**config.mk**
```make
export PLATFORM = sky130hd
export DESIGN_NAME = hmi_key_freq
export DESIGN_NICKNAME = d
export VERILOG_FILES = /design/src/rtl/hmi_pkg.sv /design/src/rtl/key_debounce.sv /design/src/rtl/hmi_key_freq.sv
export SDC_FILE = /design/constraint.sdc
export NUM_CORES = 1
export LEC_CHECK = 0
export ABC_AREA = 1
export BUFFER_PORTS_ARGS = -buffer_cell sky130_fd_sc_hd__buf_2
export CORE_MARGIN = 3
export CORE_UTILIZATION = 49
export DETAILED_ROUTE_END_ITERATION = 8
export HOLD_SLACK_MARGIN = 0.02
export PLACE_DENSITY = 0.66
export SYNTH_ARGS = -nofsm -noshare
export SYNTH_HDL_FRONTEND = slang
export SYNTH_SLANG_ARGS = --single-unit
```
**constraint.sdc**
```tcl
create_clock -name clk_sys -period 4.8 [get_ports clk_sys]
set_input_delay 0.72 -clock clk_sys [delete_from_list [all_inputs] [get_ports clk_sys]]
set_output_delay 0.72 -clock clk_sys [all_outputs]
set_load 0.01 [all_outputs]
```
**src/rtl/hmi_pkg.sv**
```systemverilog
// Shared constants and types for the HMI key / frequency-setpoint front end.
// Key function indices, adjustment steps and the auto-repeat state encoding.
package hmi_pkg;

  localparam int KEY_UP1  = 0;
  localparam int KEY_DN1  = 1;
  localparam int KEY_UP10 = 2;
  localparam int KEY_DN10 = 3;
  localparam int KEY_DEF  = 4;

  localparam int STEP1  = 1;
  localparam int STEP10 = 10;

  localparam int TCNT_W = 20;

  typedef enum logic [1:0] {
    IDLE,
    HOLD,
    RPT
  } rpt_state_t;

  // Lowest set bit among the four repeatable keys; callers guarantee v != 0.
  function automatic logic [1:0] lowest_idx(input logic [3:0] v);
    if (v[0])      return 2'd0;
    else if (v[1]) return 2'd1;
    else if (v[2]) return 2'd2;
    else           return 2'd3;
  endfunction

endpackage

```
**src/rtl/key_debounce.sv**
```systemverilog
// One key: 2-FF synchroniser (active-low in, active-high out) plus a tick-based
// stable-time counter; the debounced state only moves after DEB_US stable ticks.
module key_debounce #(
  parameter int DEB_US = 20000
) (
  input  logic clk_sys,
  input  logic rst,
  input  logic i_tick,
  input  logic i_key_n,
  output logic o_state
);

  localparam int CNT_W = (DEB_US > 1) ? $clog2(DEB_US) : 1;

  logic             r_sync1;
  logic             r_sync2;
  logic             r_state;
  logic [CNT_W-1:0] r_cnt;
  logic             w_sync;

  assign w_sync = ~r_sync2;

  // NOTE: sequential state uses non-blocking assignments so every flop samples
  // the pre-edge values; blocking here would collapse the synchroniser chain.
  always_ff @(posedge clk_sys) begin
    if (rst) begin
      r_sync1 <= 1'b1;
      r_sync2 <= 1'b1;
      r_state <= 1'b0;
      r_cnt   <= '0;
    end else begin
      r_sync1 <= i_key_n;
      r_sync2 <= r_sync1;
      if (w_sync == r_state) begin
        r_cnt <= '0;
      end else if (i_tick) begin
        if (r_cnt == CNT_W'(DEB_US - 1)) begin
          r_state <= w_sync;
          r_cnt   <= '0;
        end else begin
          r_cnt <= r_cnt + 1'b1;
        end
      end
    end
  end

  assign o_state = r_state;

endmodule

```
**src/rtl/hmi_key_freq.sv**
```systemverilog
// HMI key front end: debounced key state, press / auto-repeat pulses, and a
// saturating frequency setpoint adjusted by keys 0..4 while sw is high.
module hmi_key_freq
  import hmi_pkg::*;
#(
  parameter int NKEY     = 8,
  parameter int FREQ_W   = 8,
  parameter int FREQ_MIN = 1,
  parameter int FREQ_MAX = 200,
  parameter int FREQ_RST = 50,
  parameter int DEB_US   = 20000,
  parameter int HOLD_US  = 500000,
  parameter int RPT_US   = 100000
) (
  input  logic              clk_sys,
  input  logic              rst,
  input  logic              pluse_us,
  input  logic              sw,
  input  logic [NKEY-1:0]   key,
  output logic [NKEY-1:0]   key_state,
  output logic [NKEY-1:0]   key_press,
  output logic [FREQ_W-1:0] freq,
  output logic              freq_upd
);

  localparam int SW_W = FREQ_W + 2;
  typedef logic signed [SW_W-1:0] sfreq_t;
  localparam sfreq_t L_MIN = sfreq_t'(FREQ_MIN);
  localparam sfreq_t L_MAX = sfreq_t'(FREQ_MAX);

  logic [NKEY-1:0]   w_state;
  logic [NKEY-1:0]   r_state_q;
  logic [NKEY-1:0]   w_rise;
  logic [NKEY-1:0]   r_press;
  logic [NKEY-1:0]   w_act;
  rpt_state_t        r_fsm;
  logic [1:0]        r_idx;
  logic [TCNT_W-1:0] r_tcnt;
  logic [FREQ_W-1:0] r_freq;
  logic              r_upd;
  logic              w_load;
  sfreq_t            w_delta;
  sfreq_t            w_sum;
  logic [FREQ_W-1:0] w_next;

  for (genvar g = 0; g < NKEY; g++) begin : g_key
    key_debounce #(
      .DEB_US (DEB_US)
    ) u_deb (
      .clk_sys (clk_sys),
      .rst     (rst),
      .i_tick  (pluse_us),
      .i_key_n (key[g]),
      .o_state (w_state[g])
    );
  end

  assign w_rise = w_state & ~r_state_q;

  // Press pulses and the shared auto-repeat timer; a repeat pulse overrides
  // the edge-derived value for the tracked key only.
  always_ff @(posedge clk_sys) begin
    if (rst) begin
      r_state_q <= '0;
      r_press   <= '0;
      r_fsm     <= IDLE;
      r_idx     <= '0;
      r_tcnt    <= '0;
    end else begin
      r_state_q <= w_state;
      r_press   <= w_rise;
      if (|w_rise[3:0]) begin
        r_idx  <= lowest_idx(w_rise[3:0]);
        r_tcnt <= '0;
        r_fsm  <= HOLD;
      end else if (r_fsm != IDLE && !w_state[r_idx]) begin
        r_tcnt <= '0;
        r_fsm  <= IDLE;
      end else if (pluse_us) begin
        case (r_fsm)
          HOLD: begin
            if (r_tcnt == TCNT_W'(HOLD_US - 1)) begin
              r_press[r_idx] <= 1'b1;
              r_tcnt         <= '0;
              r_fsm          <= RPT;
            end else begin
              r_tcnt <= r_tcnt + 1'b1;
            end
          end
          RPT: begin
            if (r_tcnt == TCNT_W'(RPT_US - 1)) begin
              r_press[r_idx] <= 1'b1;
              r_tcnt         <= '0;
            end else begin
              r_tcnt <= r_tcnt + 1'b1;
            end
          end
          default: ;
        endcase
      end
    end
  end

  assign w_act = r_press & {NKEY{sw}};

  // NOTE: every variable driven here gets a default first, so no path can
  // leave one unassigned and infer a latch.
  always_comb begin
    w_load  = 1'b0;
    w_delta = '0;
    if (w_act[KEY_DEF])       w_load  = 1'b1;
    else if (w_act[KEY_UP1])  w_delta = sfreq_t'(STEP1);
    else if (w_act[KEY_DN1])  w_delta = -sfreq_t'(STEP1);
    else if (w_act[KEY_UP10]) w_delta = sfreq_t'(STEP10);
    else if (w_act[KEY_DN10]) w_delta = -sfreq_t'(STEP10);

    // Two guard bits keep the sum from wrapping before the clamp.
    w_sum = $signed({2'b00, r_freq}) + w_delta;

    if (w_load)             w_next = FREQ_W'(FREQ_RST);
    else if (w_sum < L_MIN) w_next = FREQ_W'(FREQ_MIN);
    else if (w_sum > L_MAX) w_next = FREQ_W'(FREQ_MAX);
    else                    w_next = w_sum[FREQ_W-1:0];
  end

  always_ff @(posedge clk_sys) begin
    if (rst) begin
      r_freq <= FREQ_W'(FREQ_RST);
      r_upd  <= 1'b0;
    end else begin
      r_upd  <= (w_next != r_freq);
      r_freq <= w_next;
    end
  end

  assign key_state = w_state;
  assign key_press = r_press;
  assign freq      = r_freq;
  assign freq_upd  = r_upd;

endmodule

```
# Yosys cells after proc, flatten, opt, wreduce, memory -nomap -nowiden

Index checks and enable logic that the tools add are counted.

Bits of input ports: 12
Logic and storage cells: 162
Output and inout port bits: 25
Register bits: 193

Equal/unequal tests: 21
Bitwise gates (word level): 20
Add/subtract/negate cells: 10
Order comparisons: 4
Muxes and demuxes: 38
Reductions and logical operators: 29

Operators by type and width:

| operator                | number |
|---|---|
| $add A15 B1 Y15 const B | 8 |
| $eq A15 B15 Y1 const B  | 8 |
| $mux W15                | 8 |
| $mux W8                 | 8 |
| $mux W10                | 5 |
| $mux W20                | 2 |
| $pmux W20 S2            | 1 |
| $reduce_and A3 Y1       | 10 |
| $add A20 B1 Y20 const B | 1 |
| $eq A20 B17 Y1 const B  | 1 |
| $eq A20 B19 Y1 const B  | 1 |
| $not A1 Y1              | 16 |
| $pmux W8 S2             | 1 |
| $reduce_or A2 Y1        | 8 |
| $add A9 B10 Y10         | 1 |
| $gt A10 B9 Y1 const B   | 1 |
| $lt A10 B2 Y1 const B   | 1 |
| $mux W1                 | 9 |
| $reduce_bool A3 Y1      | 3 |
| $and A8 B8 Y8           | 1 |
| $eq A1 B1 Y1            | 8 |
| $ne A8 B8 Y1            | 1 |
| $not A8 Y8              | 1 |
| $or A8 B4 Y8            | 1 |
| 14 further kinds        | 17 |

# Depth between registers and ports, before layout

Word-level depth: 12
Depth in mapped cells: 24
Depth with buffers taken out: 24

# Modules after synthesis

From an unflattened synthesis, not the netlist that was laid out.

Cell total of the unflattened synthesis: 1585
Area total of the unflattened synthesis: 10341.2 sq um

By module, submodules not included:

| module       | area an instance (sq um) | times used | cells each | sequential area each (sq um) |
|---|---|---|---|---|
| key_debounce | 925.9                    | 8          | 143        | 360.3 |
| hmi_key_freq | 2934.1                   | 1          | 441        | 980.9 |

# Worst setup path before layout

No wires, ideal clock.

Path type: input -> register
Start: input port sw
End: register r_upd, in the netlist freq_upd
Data arrival time: 2.711 ns
Slack: 1.956 ns
Data required time: 4.668 ns
Cell stages on the path: 21
Setup time: 0.132 ns
Buffers on the path: 0
Cells stage by stage: nand2_2 nand3_2 nor2_1 a21oi_1 fa_1 inv_1 nand2_1 nand2_1 nand3_2 nand3_1 nand2_1 nor2_2 nand2_2 nand2_2 nand2_1 nand2_1 nand2_1 nand2_1 nand2_1 nor2_1 a21oi_1

Longest elaborated chain between the ends: 12
Elaborated cells on any way between the ends: 14
Those cells by class: 1 x add/sub; 2 x order compare; 1 x eq/ne; 9 x mux; 1 x bitwise

Ends and longest elaborated chain:

| what                 | RTL line            | text |
|---|---|---|
| start, declared      | hmi_key_freq.sv:18  | `input logic sw,` |
| $and A5 B5 Y5 (*)    | hmi_key_freq.sv:104 | `assign w_act = r_press & {NKEY{sw}};` |
| $mux W10             | hmi_key_freq.sv:115 | `else if (w_act[KEY_DN10]) w_delta = -sfreq_t'(STEP10);` |
| $mux W10             | hmi_key_freq.sv:114 | `else if (w_act[KEY_UP10]) w_delta = sfreq_t'(STEP10);` |
| $mux W10             | hmi_key_freq.sv:113 | `else if (w_act[KEY_DN1]) w_delta = -sfreq_t'(STEP1);` |
| $mux W10             | hmi_key_freq.sv:112 | `else if (w_act[KEY_UP1]) w_delta = sfreq_t'(STEP1);` |
| $mux W10             | hmi_key_freq.sv:111 | `if (w_act[KEY_DEF]) w_load = 1'b1;` |
| $add A9 B10 Y10      | hmi_key_freq.sv:118 | `w_sum = $signed({2'b00, r_freq}) + w_delta;` |
| $gt A10 B9 Y1        | hmi_key_freq.sv:122 | `else if (w_sum > L_MAX) w_next = FREQ_W'(FREQ_MAX);` |
| $mux W8              | hmi_key_freq.sv:122 |  |
| $mux W8              | hmi_key_freq.sv:121 | `else if (w_sum < L_MIN) w_next = FREQ_W'(FREQ_MIN);` |
| $mux W8 (*)          | hmi_key_freq.sv:120 | `if (w_load) w_next = FREQ_W'(FREQ_RST);` |
| $ne A8 B8 Y1 (*)     | hmi_key_freq.sv:131 | `r_upd <= (w_next != r_freq);` |
| end signal, assigned | hmi_key_freq.sv:131 |  |
| end, declared        | hmi_key_freq.sv:40  | `logic r_upd;` |

Every way passes the cells marked *; elsewhere a longest branch is shown, timed or not.
A chain may end at the register's enable or synchronous reset.

# Worst setup path after layout

Ends and elaborated chain as after synthesis.

==> flow_summary.ini <==
[worst_setup_path]
crit_required_ps = 5110
cp-startpoint = sw
critPathMostFrequentCell = nand2_1
r2r_start = key_press[4]
end_kind = flip-flop
crit_path_cell_trace = buf_2, nand2_2, nand3_2, nor2_4, ha_1, nand2_2, inv_1, a21oi_1, nand2_1, nand2_1, nand2_2, nor2_2, nand2_2, nand3_1, nand3_1, nand2_1, nand2_1, nand2_1, nand3_2, nor2_1, a21oi_1
max_stage_delay_ps = 370
crit_arrival_ps = 3360
cp_max_fo = 14
rr_worst_depth = 20
critPathLaunchType = input port
slowest_stage = ha_1
critPathKind = input port to flip-flop

[clock_tree]
cts_made_buffers = 17
tritoncts = yes
post_cts_buffers = 0
cts_hold_buf = 0
clock_sink_count = 193
path_clk_slew_ps = 80
worstSkewPairLatency_ps = 440
post_cts_resized = 0
htree_levels = 4
cts_root_buf = clkbuf_16
clk_path_buf_depth = 2

[synthesis]
syn-num-nets = 1306
synthAdderAreaFrac_pct = 3.07
synthMuxAreaShare_pct = 0
seq_area_frac_synth_pct = 41.9
synth.cell_area_sq_um = 9210
avgSynthCellArea_sq_um = 7.24
synth_cell_types = 41
yosysWarnings = 0
synth_compound_area_share_pct = 11.4
ys_ff_latch = 193
synth_top_family_by_area = simple AND/OR/NAND/NOR gates
synthXorXnorAreaFrac_pct = 2.38
syn_inst = 1272
synthSimpleGateAreaFrac_pct = 32.9

[placement]
port_buffers = 36
post-place-cells = 1516
hpwl_mm = 14.0
place.gp.congestion = 0.910
placed_cell_area_sq_um = 9570

[finish]
diodes = 0
syn_to_final_growth_pct = 10.7
drive_gt1_share_pct = 11.1
layout.nets = 1340
instances_no_fill = 1548
fin_area_sq_um = 10200

[min_path]
hp-class = flip-flop to flip-flop
min_from = r_state_q[7]
min_path_cells = 1

[power_and_ir_drop]
cellPowerDensity_nw_per_um2 = 312
ir_drop_mv = 0.239
p_leak_nw = 3.77

[timing]
max_freq_ghz = 0.328
fin_hold_ws_ps = 396
setup_violations = 0
final_max_slew_viol_count = 0
hold_viol_final = 0
layout_min_cycle_time_ps = 3050
slew_headroom_pct = 29.0
skew_ps = 9.38
min_period_over_period_pct = 63.5
tns_ps = 0
worst_pin_slew_ps = 1060
rsz0062_at_grt = false

[global_routing]
antenna_found_initial = 0
grt_max_degree = 30
grt_pass1_vias = 7226
grt_pass1_wl_mm = 32.6
grt_remaining_overflow = 0
grtUsageTotal_pct = 19.1

[routing]
drt.antenna.violating_nets = 0
post_drt_wl_per_cell_um = 12.4
routed-via-count = 7999
viasPerCell = 5.17
wl_mm = 19.2
dr.pass1.iters = 6
initialDrtViolationCount = 438
post-route-drc-count = 0

[die]
fp.dieH_um = 143
start_util_pct = 50.6
core_sq_um = 18200
fp.dieW_um = 143
io_pins = 37
rows = 49
dieArea_sq_um = 20500

[run_status]
status = finished, final reports clean

[run]
maxCapViolCount = 0
through the flow:
step                util [%]  worst slack (ps)  total power [mW]
CTS                     56.0              1800              3.22
finish                  56.0              1750              3.18
floorplan                  -              1960              1.69
detailed placement      52.6              1360              1.71
global route            56.0              1510              3.28
global placement        52.6              1480              1.71
area by class of cell:
| cell class | count | area (sq um) |
|---|---|---|
| multi-input combinational | 887 | 4590 |
| tap | 229 | 287 |
| fill | 1681 | 8010 |
| sequential | 193 | 3860 |
| clock inverter | 14 | 193 |
| timing repair buffer | 39 | 203 |
| clock buffer | 18 | 439 |
| inverter | 168 | 631 |
cell usage in the layout (no fill, tap or decap), types with 2 or more instances in the layout:
cell and count:
a211oi_1 17, a21oi_1 97, a31oi_1 4, and3_1 2, buf_2 36, buf_4 3
bufinv_16 3, clkbuf_16 17, clkinv_4 2, dfxtp_1 193, ha_1 21, inv_1 159
inv_2 9, inv_6 6, nand2_1 192, nand2_2 15, nand3_1 69, nand3_2 9
nand3b_1 3, nand4_1 28, nor2_1 195, nor2_2 11, nor2_4 2, nor3_1 58
nor3_2 3, nor3b_1 15, nor4_1 20, o21a_1 10, o21ai_0 52, o21ai_1 4
o21bai_1 2, or2_2 24, xnor2_1 11, xor2_1 14
registers in the layout (all words and copies together) (netlist names):
register / cells
r_idx: 2
g_key.u_deb.o_state: 8
g_key.u_deb.r_sync1: 8
r_tcnt: 20
r_state_q: 8
g_key.u_deb.r_cnt: 120
r_fsm: 2
g_key.u_deb.r_sync2: 8
key_press: 8
freq_upd: 1
freq: 8
worst paths after layout:
kind	to	slack, ps
max	freq_upd	1750
max reg2reg	freq_upd	1820
min reg2reg	key_press[7]	400
min	key_press[7]	400
power by group:
| part | leakage [nW] | switching (mW) | internal [mW] |
|---|---|---|---|
| clock | 0.311 | 0.659 | 0.853 |
| sequential | 1.56 | 0.00484 | 1.61 |
| combinational | 1.90 | 0.0411 | 0.0179 |
| total | 3.77 | 0.705 | 2.48 |
critical path: cells and delay by family:
family	cells	cell delay, ps
simple gates	16	1810
fa+ha+maj	1	370
compound gates	2	280
buf+inv	2	170
synth_stat cells, drive strengths merged:
master	count	share of area, %
nand4	29	2.0
o21ai	56	3.0
o21a	10	0.81
a31oi	4	0.27
fa	1	0.22
and3	2	0.14
o311ai	1	0.095
nor3	61	3.5
nand3	78	4.7
xnor2	11	1.0
nor3b	15	1.2
buf	17	1.2
dfxtp	193	42
clkbuf	7	0.29
nor2	208	8.9
nor4b	1	0.095
ha	21	2.9
a221oi	1	0.095
nand2	207	8.8
or2	24	1.6
a211oi	17	1.4
o32ai	1	0.095
nand3b	3	0.24
xor2	14	1.3
inv	168	6.8
a21oi	98	5.4
o21bai	2	0.16
a21boi	1	0.082
nor4	21	1.6
metal layers:
metal	wire, um	GRT usage [%]	share of wire (%)
met1	9490	25.6	49
met2	8880	31.7	46
met3	592	3.75	3.1
met4	228	5.30	1.2
met5	0	0	0
kinds of logic (layout without fill, tap and decap cells):
group           count (synthesis)  in the layout
fa+ha+maj                      22             22
compound gates                191            191
buf+inv                       192            239
xor+xnor                       25             25
simple gates                  649            649
flops                         193            193
Note: power is estimated with default switching activity, not from simulation.
